==> config.mk <==
export PLATFORM = sky130hd
export DESIGN_NAME = cam_stream_gen
export DESIGN_NICKNAME = d
export VERILOG_FILES = /design/src/rtl/cam_stream_gen.sv
export SDC_FILE = /design/constraint.sdc
export NUM_CORES = 1
export LEC_CHECK = 0
export ABC_AREA = 1
export CORE_UTILIZATION = 45
export DETAILED_ROUTE_END_ITERATION = 7
export GPL_TIMING_DRIVEN = 0
export PLACE_DENSITY = 0.66
export SLEW_MARGIN = 15
export SYNTH_ARGS = -nofsm -noshare
export SYNTH_HDL_FRONTEND = slang
export SYNTH_SLANG_ARGS = --single-unit
==> constraint.sdc <==
create_clock -name P_clk -period 4.5 [get_ports P_clk]
set_input_delay 1.35 -clock P_clk [delete_from_list [all_inputs] [get_ports P_clk]]
set_output_delay 1.35 -clock P_clk [all_outputs]
set_load 0.005 [all_outputs]
==> src/rtl/cam_stream_gen.sv <==
// cam_stream_gen: synthetic camera timing generator.
// Produces a VSYNC / back-porch / active-line frame with RGB565 bytes on D,
// two bytes per pixel. Pixels come from a frame buffer read port
// (addr_r -> data_r) or from an internal 8-bar colour pattern.
//
// Read port contract: this block presents addr_r and expects data_r for that
// address exactly one cycle later. There is no valid/ready pair; the read
// latency is fixed. addr_r for pixel n is presented two cycles before the
// first byte of pixel n and held for at least those two cycles.
module cam_stream_gen #(
    parameter int AW       = 15,
    parameter int DW       = 3,
    parameter int H_PIX    = 160,
    parameter int V_LINES  = 120,
    parameter int H_BLANK  = 16,
    parameter int VS_LINES = 3,
    parameter int VB_LINES = 2
) (
    input  logic          P_clk,
    input  logic          reset,
    input  logic          enable,
    input  logic          pattern_en,
    output logic [AW-1:0] addr_r,
    input  logic [DW-1:0] data_r,
    output logic          VSYNC,
    output logic          HREF,
    output logic [7:0]    D,
    output logic          frame_done,
    output logic          busy
);

    // Line and phase lengths in clock cycles
    localparam int LINE_CYC = 2 * H_PIX + H_BLANK;
    localparam int VS_LEN   = VS_LINES * LINE_CYC;
    localparam int VB_LEN   = VB_LINES * LINE_CYC;
    localparam int ACT_LEN  = 2 * H_PIX;

    // One phase counter is shared by all states, so it is sized for the longest phase
    localparam int PH_MAX_A = (VS_LEN > VB_LEN) ? VS_LEN : VB_LEN;
    localparam int PH_MAX_B = (ACT_LEN > H_BLANK) ? ACT_LEN : H_BLANK;
    localparam int PH_MAX   = (PH_MAX_A > PH_MAX_B) ? PH_MAX_A : PH_MAX_B;
    localparam int CNT_W    = (PH_MAX > 1) ? $clog2(PH_MAX) : 1;
    localparam int LINE_W   = (V_LINES > 1) ? $clog2(V_LINES) : 1;
    localparam int COL_W    = (H_PIX > 1) ? $clog2(H_PIX) : 1;

    localparam logic [CNT_W-1:0]   VS_LAST   = CNT_W'(VS_LEN - 1);
    localparam logic [CNT_W-1:0]   VB_LAST   = CNT_W'(VB_LEN - 1);
    localparam logic [CNT_W-1:0]   ACT_LAST  = CNT_W'(ACT_LEN - 1);
    localparam logic [CNT_W-1:0]   HB_LAST   = CNT_W'(H_BLANK - 1);
    localparam logic [LINE_W-1:0]  LINE_LAST = LINE_W'(V_LINES - 1);
    localparam logic [AW-1:0]      ADDR_LAST = AW'(H_PIX * V_LINES - 1);
    localparam logic [COL_W+2:0]   H_PIX_W   = (COL_W + 3)'(H_PIX);

    typedef enum logic [2:0] {
        ST_IDLE   = 3'd0,
        ST_VSYNC  = 3'd1,
        ST_VBACK  = 3'd2,
        ST_ACTIVE = 3'd3,
        ST_HBLANK = 3'd4
    } state_t;

    state_t              state_q, state_d;
    logic [CNT_W-1:0]    cnt_q, cnt_d;
    logic [LINE_W-1:0]   line_q, line_d;
    logic                pat_q, pat_d;
    logic [2:0]          pix_q, pix_d;
    logic [AW-1:0]       addr_q, addr_d;
    logic                vsync_q, vsync_d;
    logic                href_q, href_d;
    logic [7:0]          d_q, d_d;
    logic                fd_q, fd_d;
    logic                busy_q, busy_d;

    // Datapath helpers
    logic                first_byte;
    logic [COL_W-1:0]    col;
    logic [2:0]          bar;
    logic [2:0]          src_pix;

    // RGB111 -> RGB565 byte split: R5 = {5{R}}, G6 = {6{G}}, B5 = {5{B}}
    function automatic logic [7:0] rgb_hi(input logic [2:0] p);
        return {{5{p[2]}}, {3{p[1]}}};
    endfunction

    function automatic logic [7:0] rgb_lo(input logic [2:0] p);
        return {{3{p[1]}}, {5{p[0]}}};
    endfunction

    // Frame sequencing: phase, line counter and frame-start pattern latch
    always_comb begin
        state_d = state_q;
        cnt_d   = cnt_q;
        line_d  = line_q;
        pat_d   = pat_q;
        case (state_q)
            ST_IDLE: begin
                if (enable) begin
                    state_d = ST_VSYNC;
                    cnt_d   = '0;
                    line_d  = '0;
                    pat_d   = pattern_en;
                end
            end
            ST_VSYNC: begin
                if (cnt_q == VS_LAST) begin
                    state_d = ST_VBACK;
                    cnt_d   = '0;
                end else begin
                    cnt_d = cnt_q + 1'b1;
                end
            end
            ST_VBACK: begin
                if (cnt_q == VB_LAST) begin
                    state_d = ST_ACTIVE;
                    cnt_d   = '0;
                    line_d  = '0;
                end else begin
                    cnt_d = cnt_q + 1'b1;
                end
            end
            ST_ACTIVE: begin
                if (cnt_q == ACT_LAST) begin
                    state_d = ST_HBLANK;
                    cnt_d   = '0;
                end else begin
                    cnt_d = cnt_q + 1'b1;
                end
            end
            ST_HBLANK: begin
                if (cnt_q == HB_LAST) begin
                    cnt_d = '0;
                    if (line_q == LINE_LAST) begin
                        // End of frame: chain straight into the next VSYNC or park.
                        line_d = '0;
                        if (enable) begin
                            state_d = ST_VSYNC;
                            pat_d   = pattern_en;
                        end else begin
                            state_d = ST_IDLE;
                        end
                    end else begin
                        state_d = ST_ACTIVE;
                        line_d  = line_q + 1'b1;
                    end
                end else begin
                    cnt_d = cnt_q + 1'b1;
                end
            end
            default: begin
                state_d = ST_IDLE;
                cnt_d   = '0;
                line_d  = '0;
            end
        endcase
    end

    // Pixel source selection and byte generation for the upcoming cycle
    always_comb begin
        first_byte = (state_d == ST_ACTIVE) && !cnt_d[0];
        col        = COL_W'(cnt_d >> 1);
        bar        = 3'({col, 3'b000} / H_PIX_W);
        src_pix    = pat_q ? bar : data_r[2:0];
        pix_d      = first_byte ? src_pix : pix_q;

        d_d = 8'h00;
        if (state_d == ST_ACTIVE) begin
            d_d = first_byte ? rgb_hi(src_pix) : rgb_lo(pix_q);
        end

        // Address leads the byte stream by two cycles; it steps when the
        // first byte of the pixel it currently points at is captured.
        addr_d = addr_q;
        if ((state_d == ST_VSYNC) && (state_q != ST_VSYNC)) begin
            addr_d = '0;
        end else if (first_byte && (addr_q != ADDR_LAST)) begin
            addr_d = addr_q + 1'b1;
        end

        vsync_d = (state_d == ST_VSYNC);
        href_d  = (state_d == ST_ACTIVE);
        busy_d  = (state_d != ST_IDLE);
        fd_d    = (state_d == ST_HBLANK) && (cnt_d == HB_LAST) && (line_d == LINE_LAST);
    end

    // FSM state, counters and registered outputs
    always_ff @(posedge P_clk or posedge reset) begin
        if (reset) begin
            state_q <= ST_IDLE;
            cnt_q   <= '0;
            line_q  <= '0;
            pat_q   <= 1'b0;
            pix_q   <= '0;
            addr_q  <= '0;
            vsync_q <= 1'b0;
            href_q  <= 1'b0;
            d_q     <= 8'h00;
            fd_q    <= 1'b0;
            busy_q  <= 1'b0;
        end else begin
            state_q <= state_d;
            cnt_q   <= cnt_d;
            line_q  <= line_d;
            pat_q   <= pat_d;
            pix_q   <= pix_d;
            addr_q  <= addr_d;
            vsync_q <= vsync_d;
            href_q  <= href_d;
            d_q     <= d_d;
            fd_q    <= fd_d;
            busy_q  <= busy_d;
        end
    end

    assign addr_r     = addr_q;
    assign VSYNC      = vsync_q;
    assign HREF       = href_q;
    assign D          = d_q;
    assign frame_done = fd_q;
    assign busy       = busy_q;

endmodule

==> reports/results.ini <==
[global_routing]
grt_overflow = 0
grtUsageTotal_pct = 21.8
grt_pass1_wl_um = 12400
grt_start_max_net_pins = 28
grt_antenna_before_repair = 0
number_of_global_route_vias_before_repair = 2609

[status]
violations = design-rule violations
outcome = complete, but fails checks

[clocking]
ctsHoldBuffers = 0
tritoncts_num_sinks = 45
clk_root_buffer_cell = sky130_fd_sc_hd__clkbuf_8
postCtsSetupRepairBufs = 0
clock_pin_slew_worst_setup_and_hold_paths_ns = 0.08
max-clock-path-buffers = 2
cts-htree-levels = 2
clock_tree_from_tritoncts = built
insertion_delay_ns = 0.30
cts_buffers = 5
post_cts_resize_count = 0

[detailed_routing]
detailedRoute.firstPassIterationCount = 7
route.final.wire_length_um = 7090
drt_iter0_drc = 192
route.antenna.remaining_nets = 0
vias = 2798
drc = 1
routed_via_density = 5.33
post_drt_wl_per_cell_um = 13.5

[critical_path]
crit_family = simple AND/OR/NAND/NOR gates
crit_fanout = 6
path_cells = clkdlybuf4s50_1, nor2_2, inv_1, nand3_1, inv_1, o21ai_0, nand2_1, nor4_1, nand2_1, nor3_1
critical_path_arrival_ns = 3.48
worst_setup_path_start_kind = input port
critical_path.n_buffers_inverters = 3
critical_path.endpoint_type = register
regToRegStartpoint = cnt_q[0]
crit_path_max_cell_delay_ns = 0.47
path_class = in -> reg
timing.critical_path.required_ns = 4.69
timing.critical_path.slowest_stage_cell = sky130_fd_sc_hd__clkdlybuf4s50_1
cp-startpoint = enable

[sta]
timing.final.crit_share_pct = 73.1
final.setup_skew_ns = 0.0122
hold_viol = 0
layout_setup_ws_ns = 1.21
worst_pin_slew_ns = 0.626
slew_violations = 0
timing.hold.ws_ns = 0.501
timing.final.crit_period_ns = 3.29
rsz0062_at_grt = false
timing.slew.headroom_pct = 58.0
totalNegativeSetupSlack_ns = 0
setup_violations = 0
highest_achievable_clock_rate_mhz = 304

[placed_design]
worst_slack_at_placement_ns = 0.964
numPortBuffers = 33
detailed_place_hpwl_um = 5580
place_inst = 517
globalplace.congestion = 0.859

[cells_and_area]
utilization_pct = 56.2
post_route_cells_drive_above_1_share_pct = 17.6
synthToLayoutAreaGrowth_pct = 18.4
nNetsFinal = 457
final-seq-area_mm2 = 0.00113
multi_input_comb_area_mm2 = 0.00162
final_common_cell = sky130_fd_sc_hd__nand2_1
layout_common_cells = 77 x sky130_fd_sc_hd__nand2_1, 51 x sky130_fd_sc_hd__inv_1, 45 x sky130_fd_sc_hd__dfrtp_1
diodes = 0
nFillCells = 620
finalNonFillerCells = 525

[synth]
synth_cell_types = 48
synth_top_flop_cell = sky130_fd_sc_hd__dfrtp_1
synth-seq-area-share_pct = 36.7
synth_top_cells_by_area = sky130_fd_sc_hd__dfrtp_1 37%, sky130_fd_sc_hd__nand2_1 9.4%, sky130_fd_sc_hd__inv_1 6.4%
yosys_warnings = 0
netlist_area_mm2 = 0.00306
synth-async-reset-ratio_pct = 100
synth-edff-count = 0
yosys.area.top_type_share_pct = 36.7
mappedNetlistNets = 416
yosys_register_bits = 45
syn_inst = 406
postSynthAreaPerCell_um2 = 7.55
yosys.area.top_type = sky130_fd_sc_hd__dfrtp_1

[min_path]
hold_class = reg -> reg
min-delay-start = pix_q[1]

[pwr]
total_leakage_power_nw = 1.62
vdd_drop_max_mv = 0.128
pwr_density_cell_mw_per_mm2 = 205

[floorplan]
core-area_mm2 = 0.00646
io_pins = 34
placement_rows = 29
die_y_extent_um = 84.5
die_w_um = 84.5
initial_core_util_pct = 47.4
floorplan.die_area_mm2 = 0.00714

[run]
cap_viol_max_count = 0

==> report_power, final <==
part	total, mW	internal [mW]	switching [mW]
combinational	0.0179	0.00719	0.0108
sequential	0.405	0.404	0.000396
clock	0.322	0.181	0.141
==> logic make-up (layout without fill, tap and decap cells) <==
| family | Yosys count | in the layout | synth area share [%] |
|---|---|---|---|
| and+or+nand+nor | 224 | 224 | 38.1 |
| buffers and inverters | 75 | 117 | 10.3 |
| AOI/OAI and AO/OA | 51 | 51 | 11.3 |
| DFF | 45 | 45 | 36.7 |
| xor gates and xnor gates | 8 | 8 | 2.29 |
| adders and majority gates | 3 | 3 | 1.23 |
==> metrics by stage <==
stage,power (mW),area (µm²)
finish,0.745,3630
global route,0.774,3630
CTS,0.754,3630
detailed placement,0.432,3510
global placement,0.430,3490
floorplan,0.421,3060
==> cells in the mapped netlist, types with 8 or more instances <==
| master | number |
|---|---|
| sky130_fd_sc_hd__dfrtp_1 | 45 |
| sky130_fd_sc_hd__inv_1 | 52 |
| sky130_fd_sc_hd__inv_2 | 11 |
| sky130_fd_sc_hd__nand2_1 | 77 |
| sky130_fd_sc_hd__nand2_2 | 14 |
| sky130_fd_sc_hd__nand3_1 | 35 |
| sky130_fd_sc_hd__nand4_1 | 11 |
| sky130_fd_sc_hd__nor2_1 | 40 |
| sky130_fd_sc_hd__nor3_1 | 14 |
| sky130_fd_sc_hd__o21ai_0 | 15 |
| sky130_fd_sc_hd__xor2_1 | 8 |
==> flip-flops by register name, indices dropped and copies added (netlist names) <==
signal / count
pat_q: 1
VSYNC: 1
pix_q: 2
busy: 1
HREF: 1
state_q: 3
D: 3
cnt_q: 10
frame_done: 1
line_q: 7
addr_r: 15
==> area by class of cell <==
cell class,count,share of cell area [%]
multi-input cells,286,44.7
plain buffers,8,1.52
inverters,67,7.17
repair buffers,34,9.66
flip-flops and latches,45,31.0
clock buffers,7,2.38
clock inverters,1,0.828
well taps,77,2.66
==> path summary, 6_finish.rpt <==
check	slack, ns	to	depth (start not counted)
worst max register to register	1.82	addr_r[0]	13
min in group asynchronous	1.35	addr_r[5]	2
worst min-delay path	0.50	pix_q[1]	2
worst max-delay path	1.21	frame_done	10
max in group asynchronous	2.65	addr_r[14]	3
worst min register to register	0.50	pix_q[1]	2
==> worst min-delay path, stage by stage, from the launching register on <==
cell                      delay, ns
sky130_fd_sc_hd__dfrtp_1       0.36
sky130_fd_sc_hd__nand2_1       0.06
sky130_fd_sc_hd__nand2_1       0.05
==> metal layers <==
layer / routed length (µm) / vias up / global-route usage, %
met5: 0 / - / 0
met1: 3510 / 1325 / 30.8
li1: - / 1410 / -
met3: 277 / 8 / 3.83
met4: 61 / 0 / 4.78
met2: 3240 / 55 / 35.1
Note: power is estimated with default switching activity, not from simulation.
